==> src/rtl/multicycle_control_pkg.sv <==
// Shared encodings for the multicycle MIPS-subset datapath: opcodes, control
// FSM states and the ALU/mux select codes, plus the ALU control decode.
package multicycle_control_pkg;

  localparam logic [5:0] OP_RTYPE = 6'b000000;
  localparam logic [5:0] OP_LW    = 6'b100011;
  localparam logic [5:0] OP_SW    = 6'b101011;
  localparam logic [5:0] OP_BEQ   = 6'b000100;
  localparam logic [5:0] OP_J     = 6'b000010;

  typedef enum logic [3:0] {
    S_FETCH     = 4'd0,
    S_DECODE    = 4'd1,
    S_MEM_ADDR  = 4'd2,
    S_MEM_READ  = 4'd3,
    S_MEM_WB    = 4'd4,
    S_MEM_WRITE = 4'd5,
    S_EXECUTE   = 4'd6,
    S_R_WB      = 4'd7,
    S_BRANCH    = 4'd8,
    S_JUMP      = 4'd9
  } state_e;

  typedef enum logic [1:0] {
    ALU_ADD   = 2'b00,
    ALU_SUB   = 2'b01,
    ALU_FUNCT = 2'b10
  } alu_op_e;

  typedef enum logic [1:0] {
    SRCB_REG    = 2'b00,
    SRCB_FOUR   = 2'b01,
    SRCB_IMM    = 2'b10,
    SRCB_IMM_SH = 2'b11
  } alu_src_b_e;

  typedef enum logic [1:0] {
    PCSRC_ALU    = 2'b00,
    PCSRC_ALUOUT = 2'b01,
    PCSRC_JUMP   = 2'b10
  } pc_src_e;

  localparam logic [3:0] ALUCTL_AND = 4'b0000;
  localparam logic [3:0] ALUCTL_OR  = 4'b0001;
  localparam logic [3:0] ALUCTL_ADD = 4'b0010;
  localparam logic [3:0] ALUCTL_SUB = 4'b0110;
  localparam logic [3:0] ALUCTL_SLT = 4'b0111;

  function automatic logic is_legal_op(input logic [5:0] op);
    return (op == OP_RTYPE) || (op == OP_LW) || (op == OP_SW) ||
           (op == OP_BEQ) || (op == OP_J);
  endfunction

  // Unknown funct codes fall back to add so a stray R-type cannot wedge the ALU.
  function automatic logic [3:0] alu_ctl(input logic [1:0] op, input logic [5:0] funct);
    logic [3:0] ctl;
    ctl = ALUCTL_ADD;
    if (op == ALU_SUB) begin
      ctl = ALUCTL_SUB;
    end else if (op == ALU_FUNCT) begin
      case (funct)
        6'b100000: ctl = ALUCTL_ADD;
        6'b100010: ctl = ALUCTL_SUB;
        6'b100100: ctl = ALUCTL_AND;
        6'b100101: ctl = ALUCTL_OR;
        6'b101010: ctl = ALUCTL_SLT;
        default:   ctl = ALUCTL_ADD;
      endcase
    end
    return ctl;
  endfunction

endpackage

==> src/rtl/multicycle_control.sv <==
// Control FSM for a multicycle MIPS-subset datapath (R-type, lw, sw, beq, j).
// state       | meaning
// FETCH     0 | read instruction at PC, PC+4 -> PC and IR when memory ready
// DECODE    1 | read registers, precompute branch target, dispatch on opcode
// MEM_ADDR  2 | compute A + imm for lw/sw
// MEM_READ  3 | data read at ALUOut, hold until memory ready
// MEM_WB    4 | MDR -> rt
// MEM_WRITE 5 | data write at ALUOut, hold until memory ready
// EXECUTE   6 | R-type ALU operation on A, B
// R_WB      7 | ALUOut -> rd
// BRANCH    8 | compare A, B and conditionally load branch target
// JUMP      9 | load jump target
module multicycle_control
  import multicycle_control_pkg::*;
(
  input  logic       clk,
  input  logic       reset,
  input  logic [5:0] opcode,
  input  logic       mem_ready,
  output logic       pc_write,
  output logic       pc_write_cond,
  output logic       i_or_d,
  output logic       mem_read,
  output logic       mem_write,
  output logic       ir_write,
  output logic       mem_to_reg,
  output logic       reg_write,
  output logic       reg_dst,
  output logic       alu_src_a,
  output logic [1:0] alu_src_b,
  output logic [1:0] alu_op,
  output logic [1:0] pc_source,
  output logic [3:0] state,
  output logic       illegal_op
);

  state_e state_q, state_d;

  always_ff @(posedge clk or posedge reset) begin
    if (reset) begin
      state_q <= S_FETCH;
    end else begin
      state_q <= state_d;
    end
  end

  always_comb begin
    state_d       = S_FETCH;
    pc_write      = 1'b0;
    pc_write_cond = 1'b0;
    i_or_d        = 1'b0;
    mem_read      = 1'b0;
    mem_write     = 1'b0;
    ir_write      = 1'b0;
    mem_to_reg    = 1'b0;
    reg_write     = 1'b0;
    reg_dst       = 1'b0;
    alu_src_a     = 1'b0;
    alu_src_b     = SRCB_REG;
    alu_op        = ALU_ADD;
    pc_source     = PCSRC_ALU;
    illegal_op    = 1'b0;

    case (state_q)
      S_FETCH: begin
        mem_read  = 1'b1;
        alu_src_b = SRCB_FOUR;
        ir_write  = mem_ready;
        pc_write  = mem_ready;
        state_d   = mem_ready ? S_DECODE : S_FETCH;
      end
      S_DECODE: begin
        alu_src_b = SRCB_IMM_SH;
        case (opcode)
          OP_LW, OP_SW: state_d = S_MEM_ADDR;
          OP_RTYPE:     state_d = S_EXECUTE;
          OP_BEQ:       state_d = S_BRANCH;
          OP_J:         state_d = S_JUMP;
          default: begin
            state_d    = S_FETCH;
            illegal_op = 1'b1;
          end
        endcase
      end
      S_MEM_ADDR: begin
        alu_src_a = 1'b1;
        alu_src_b = SRCB_IMM;
        // IR is stable since FETCH, so only lw/sw can arrive here.
        if (opcode == OP_LW) begin
          state_d = S_MEM_READ;
        end else if (opcode == OP_SW) begin
          state_d = S_MEM_WRITE;
        end else begin
          state_d = S_FETCH;
        end
      end
      S_MEM_READ: begin
        mem_read = 1'b1;
        i_or_d   = 1'b1;
        state_d  = mem_ready ? S_MEM_WB : S_MEM_READ;
      end
      S_MEM_WB: begin
        reg_write  = 1'b1;
        mem_to_reg = 1'b1;
        state_d    = S_FETCH;
      end
      S_MEM_WRITE: begin
        mem_write = 1'b1;
        i_or_d    = 1'b1;
        state_d   = mem_ready ? S_FETCH : S_MEM_WRITE;
      end
      S_EXECUTE: begin
        alu_src_a = 1'b1;
        alu_op    = ALU_FUNCT;
        state_d   = S_R_WB;
      end
      S_R_WB: begin
        reg_write = 1'b1;
        reg_dst   = 1'b1;
        state_d   = S_FETCH;
      end
      S_BRANCH: begin
        alu_src_a     = 1'b1;
        alu_op        = ALU_SUB;
        pc_write_cond = 1'b1;
        pc_source     = PCSRC_ALUOUT;
        state_d       = S_FETCH;
      end
      S_JUMP: begin
        pc_write  = 1'b1;
        pc_source = PCSRC_JUMP;
        state_d   = S_FETCH;
      end
      default: state_d = S_FETCH;
    endcase

    // No architectural write may escape while reset is held, even with mem_ready high.
    if (reset) begin
      ir_write  = 1'b0;
      pc_write  = 1'b0;
      reg_write = 1'b0;
      mem_write = 1'b0;
    end
  end

  assign state = state_q;

endmodule
==> config.mk <==
export PLATFORM = sky130hd
export DESIGN_NAME = multicycle_control
export DESIGN_NICKNAME = d
export VERILOG_FILES = /design/src/rtl/multicycle_control_pkg.sv /design/src/rtl/multicycle_control.sv
export SDC_FILE = /design/constraint.sdc
export NUM_CORES = 1
export LEC_CHECK = 0
export CAP_MARGIN = 0
export CELL_PAD_IN_SITES_DETAIL_PLACEMENT = 0
export CELL_PAD_IN_SITES_GLOBAL_PLACEMENT = 1
export CORE_ASPECT_RATIO = 1.5
export CORE_MARGIN = 10
export CORE_UTILIZATION = 27
export DETAILED_ROUTE_END_ITERATION = 8
export GPL_TIMING_DRIVEN = 0
export PLACE_DENSITY_LB_ADDON = 0.1
export SLEW_MARGIN = 20
export SYNTH_ARGS = -nofsm -noshare
export SYNTH_HDL_FRONTEND = slang
export SYNTH_SLANG_ARGS = --single-unit
==> constraint.sdc <==
create_clock -name clk -period 2.45 [get_ports clk]
set_input_delay 0.245 -clock clk [delete_from_list [all_inputs] [get_ports clk]]
set_output_delay 0.245 -clock clk [all_outputs]
set_load 0.02 [all_outputs]
# After elaboration in Yosys (flattened, before gate mapping)
# Cells that the tools add are included.
totals:
  regBits: 4
  input_bits: 9
  wordCells: 48
classes:
  eq_ne: 13
  mux: 26
  reduce_logical: 8
op_table:
  columns: ["cell", "n"]
  rows:
  - ["4-bit case mux with 6 select lines", 1]
  - ["4-bit by 3-bit == test with 1-bit output, second input constant", 4]
  - ["1-bit two-way mux", 16]
  - ["4-bit case mux with 4 select lines", 1]
  - ["6-bit == test, second input constant", 2]
  - ["3-bit two-way mux", 4]
  - ["4-bit by 2-bit == test with 1-bit output, second input constant", 2]
  - ["4-bit == test, second input constant", 2]
  - ["2-bit case mux with 2 select lines", 2]
  - ["2-bit OR reduction", 4]
  - ["6-bit by 2-bit == test with 1-bit output, second input constant", 1]
  - ["6-bit by 3-bit == test with 1-bit output, second input constant", 1]
  - ["6-bit zero test", 1]
  - ["2-bit case mux with 3 select lines", 1]
  - ["5-bit OR reduction", 1]
  - ["4-bit by 1-bit == test with 1-bit output, second input constant", 1]
  - ["4-bit zero test", 1]
  - ["3-bit OR reduction", 1]
  - ["1-bit case mux with 2 select lines", 1]

# Logic depth before layout (Yosys ltp)
logic_depth:
  ltp_word: 4
  depth_mapped: 4
  mapped_depth_nobuf: 3

# Worst setup path after synthesis
# OpenSTA, ideal clock, no wires.
synth_timing:
  path_type: "reg2out"
  startpoint: "reg state_q[0], in the netlist state[0]"
  endpoint: "out pc_write"
  t_arrival_ns: 1.660
  required_ns: 2.205
  slack_ns: 0.545
  stages_incl_launch_ff: 5
  path_cell_list: "dfrtp_1 -> buf_2 -> buf_1 -> a21oi_1 -> nor4_1"
synth_via:
  elab_chain_cells: 3
  word_cells_on_any_way: 4
  classes_between: "eq/ne: 1; mux: 2; reduce/logical: 1"
synth_rtl:
  columns: ["item", "line", "text"]
  rows:
  - ["start, declared", "multicycle_control.sv:37", "state_e state_q, state_d;"]
  - ["start signal, assigned", "multicycle_control.sv:43", "state_q <= state_d;"]
  - ["4-bit == test / 4-bit zero test (equally long branches)", "multicycle_control.sv:64", "case (state_q)"]
  - ["1-bit case mux with 2 select lines *", "multicycle_control.sv:64", null]
  - ["1-bit two-way mux *", "multicycle_control.sv:138", "if (reset) begin"]
  - ["end, declared", "multicycle_control.sv:20", "output logic pc_write,"]
# Every way passes the cells marked *; elsewhere a longest branch is shown, timed or not.

# Worst setup path after layout
layout_timing:
  startpoint: "reg state_q[2], in the netlist state[2]"
  endpoint: "out alu_src_a"
layout_via:
  elab_chain_cells: 3
  word_cells_on_any_way: 5
  classes_between: "eq/ne: 3; mux: 1; reduce/logical: 1"
layout_rtl:
  columns: ["item", "line", "text"]
  rows:
  - ["4-bit by 2-bit == test with 1-bit output, or another cell as far along", "multicycle_control.sv:64", null]
  - ["3-bit OR reduction (no source line) *", null, null]
  - ["1-bit two-way mux *", "multicycle_control.sv:64", null]
  - ["end, declared", "multicycle_control.sv:29", "output logic alu_src_a,"]
# Marks and branches as above.

==> metrics <==
Max Freq 0.4335 GHz; post-route ant nets 0; Clk pin slew, worst setup/hold paths about 0.04 ns; Finished Cell Area 869.6 µm²; Die Span Y 74.10 µm; Post-synth top cells 7 x nor3_1, 6 x nand2_1, 5 x nor2_1; status complete, no violations; reg2reg path depth 4; clock latency on the worst-skew pair 0.23 ns; period utilisation layout 94.15%; sequential share of the synthesized area 19.00%; Crit Path Class flip-flop to output pin; Tmin final 2.307 ns; final setup fails 0; Synth top area share 19.00%; Crit. End Element output pin; cell area power density 300.4 nW/µm²; drt drc 0; clock sink total 4; register bit total from synthesis 4; diodes inserted 0; CP max FO 10; row count 19; prevailing post-synth register cell dfrtp_1; Area after DPL 843.3 µm²; Root Buffer clkbuf_4; CTS max path bufs 2; Tot GR Track Use 8.399%; reported max-cap violation count 0; Synth Net Count 79; Post-Syn Area per Cell 7.525 µm²; CP Launch Type flip-flop; leakage roughly 0.00035 µW; max_slew headroom 70.59%; max FFs per register 4; Hold/Removal Path Class primary input to asynchronous set/reset pin; Fin Clk Skew 0.0003316 ns; Cell variety after synth 35; die footprint 4154 µm²; unrepaired setup endpoints after global routing false; largest net degree at the start of global routing 11; top-count cell post-synth nor3_1; post-synthesis cell area 526.8 µm²; cell taking the most area after synthesis dfrtp_1; drt wl/cell 14.34 µm; WL final ~1.8 mm; post-DP HPWL 1.470 mm; H-tree depth 1; global-route wire length before repair 3.049 mm; CP Data Required Time 2.20 ns; maximum vdd drop 288.5 µV; initial antenna violation count 0; via count roughly 620; yosys synthesis warning count 0; Synth Instances 70; Via density 5.016; Filler Cells Inserted slightly below 200; Top-Level Pins 30; Area growth syn-to-layout 65.08%; Post-synth EDFFs 0; Hold Violations, Final 0; initial core utilization 28.41%; post-CTS setup buffer count 0; worst-margin pin slew 0.4375 ns; DR pass1 iterations 3; CORE AREA 1854 µm²; Final TNS setup 0 ns; Final Slew Violations 0; share of cells above drive strength 1 roughly an eighth; die width 56.07 µm; Worst Path Arrival between 2 and 2.5 ns; NumNets Final 113; vias in the first global route 650; DR iter-0 viols 15; global placer's final weighted congestion between 0.7 and 0.8; CTS tree built; asr flop ratio synth 100.0%; Buffers on Ports 29; Num CTS Buffers 3; top cells by area, synth dfrtp_1 19%, nor3_1 6.7%, nor4_1 4.8%, mux4_2 4.3%, nand2_1 4.3%; final global-route overflow total 0
==> cell type report <==
class,instances,area (µm²),share of cell area (%)
tap,21,26.28,3.022
sequential,4,100.1,11.51
timing repair buffer,29,292.8,33.67
clock buffer,3,22.52,2.590
inverter,3,11.26,1.295
multi-input combinational,57,379.1,43.60
buffer,6,37.54,4.317
==> where the power goes <==
part / switching [µW] / total, µW / internal (µW)
Sequential: 2.02 / 70.8 / 68.8
Combinational: 58.0 / 112 / 53.9
Clock: 23.9 / 78.5 / 54.6
==> layout by cell type, fill, tap and decap left out, types with 2 or more instances in the layout <==
cell	count
buf_2	2
nand2_1	6
and3_1	3
nand2b_1	3
nor4_1	4
clkdlybuf4s50_1	28
a32o_1	2
dfrtp_1	4
nor2b_1	3
o211ai_1	2
clkbuf_4	3
nor3_1	7
inv_1	3
nor2_1	5
a21oi_1	3
or2_2	2
==> per-stage QoR <==
step	worst slack (ns)	hold slack [ns]	instances	utilization [%]	total power [µW]
5_1_grt	0.06492	0.3572	123	46.90	282.6
3_5_place_dp	0.2328	0.5614	120	45.48	184.9
6_report	0.1434	0.3297	123	46.90	261.2
2_1_floorplan	0.5454	0.01639	70	-	131.3
3_3_place_gp	0.2358	0.5640	120	45.48	185.3
4_1_cts	0.03444	0.3205	123	46.69	266.9
==> path summary, 6_finish.rpt <==
check	startpoint	slack, ns	endpoint
max	state[2]$_DFF_PP0_	0.14	alu_src_a
min	reset	0.33	state[3]$_DFF_PP0_
max reg2reg	state[2]$_DFF_PP0_	0.97	state[0]$_DFF_PP0_
min reg2reg	state[2]$_DFF_PP0_	0.75	state[2]$_DFF_PP0_
max in group asynchronous	reset	1.96	state[0]$_DFF_PP0_
min in group clk	opcode[4]	0.67	state[3]$_DFF_PP0_
==> logic make-up (layout without fill, tap and decap cells) <==
family	count (synthesis)	after routing	share of synthesized area [%]
AND/OR/NAND/NOR	42	42	47.03
AO/OA/AOI/OAI	11	11	15.44
XOR/XNOR	2	2	3.326
flip-flops	4	4	19.00
multiplexers	2	2	6.176
buffers and inverters	9	41	9.025
==> metal layers <==
layer  part of all wire (%)  GRT usage [%]  wire length, µm  vias up
li1                       -              -                -      325
met1                     41          8.270              716      273
met2                     53          16.44              933       19
met3                    6.5          2.555              114        0
met4                      0          2.413                0        0
met5                      0              0                0        -
==> timing repair <==
item,in CTS,in global routing
endpoints found under the setup margin,0,2
hold buffers,0,0
gates resized for setup,0,2
==> worst max-delay path, cell delays in order (launching register included) <==
cell             delay [ns]
dfrtp_1                0.44
buf_6                  0.17
nand2b_1               0.18
or2_2                  0.29
a21oi_1                0.14
clkdlybuf4s50_1        0.62
Note: power is estimated with default switching activity, not from simulation.
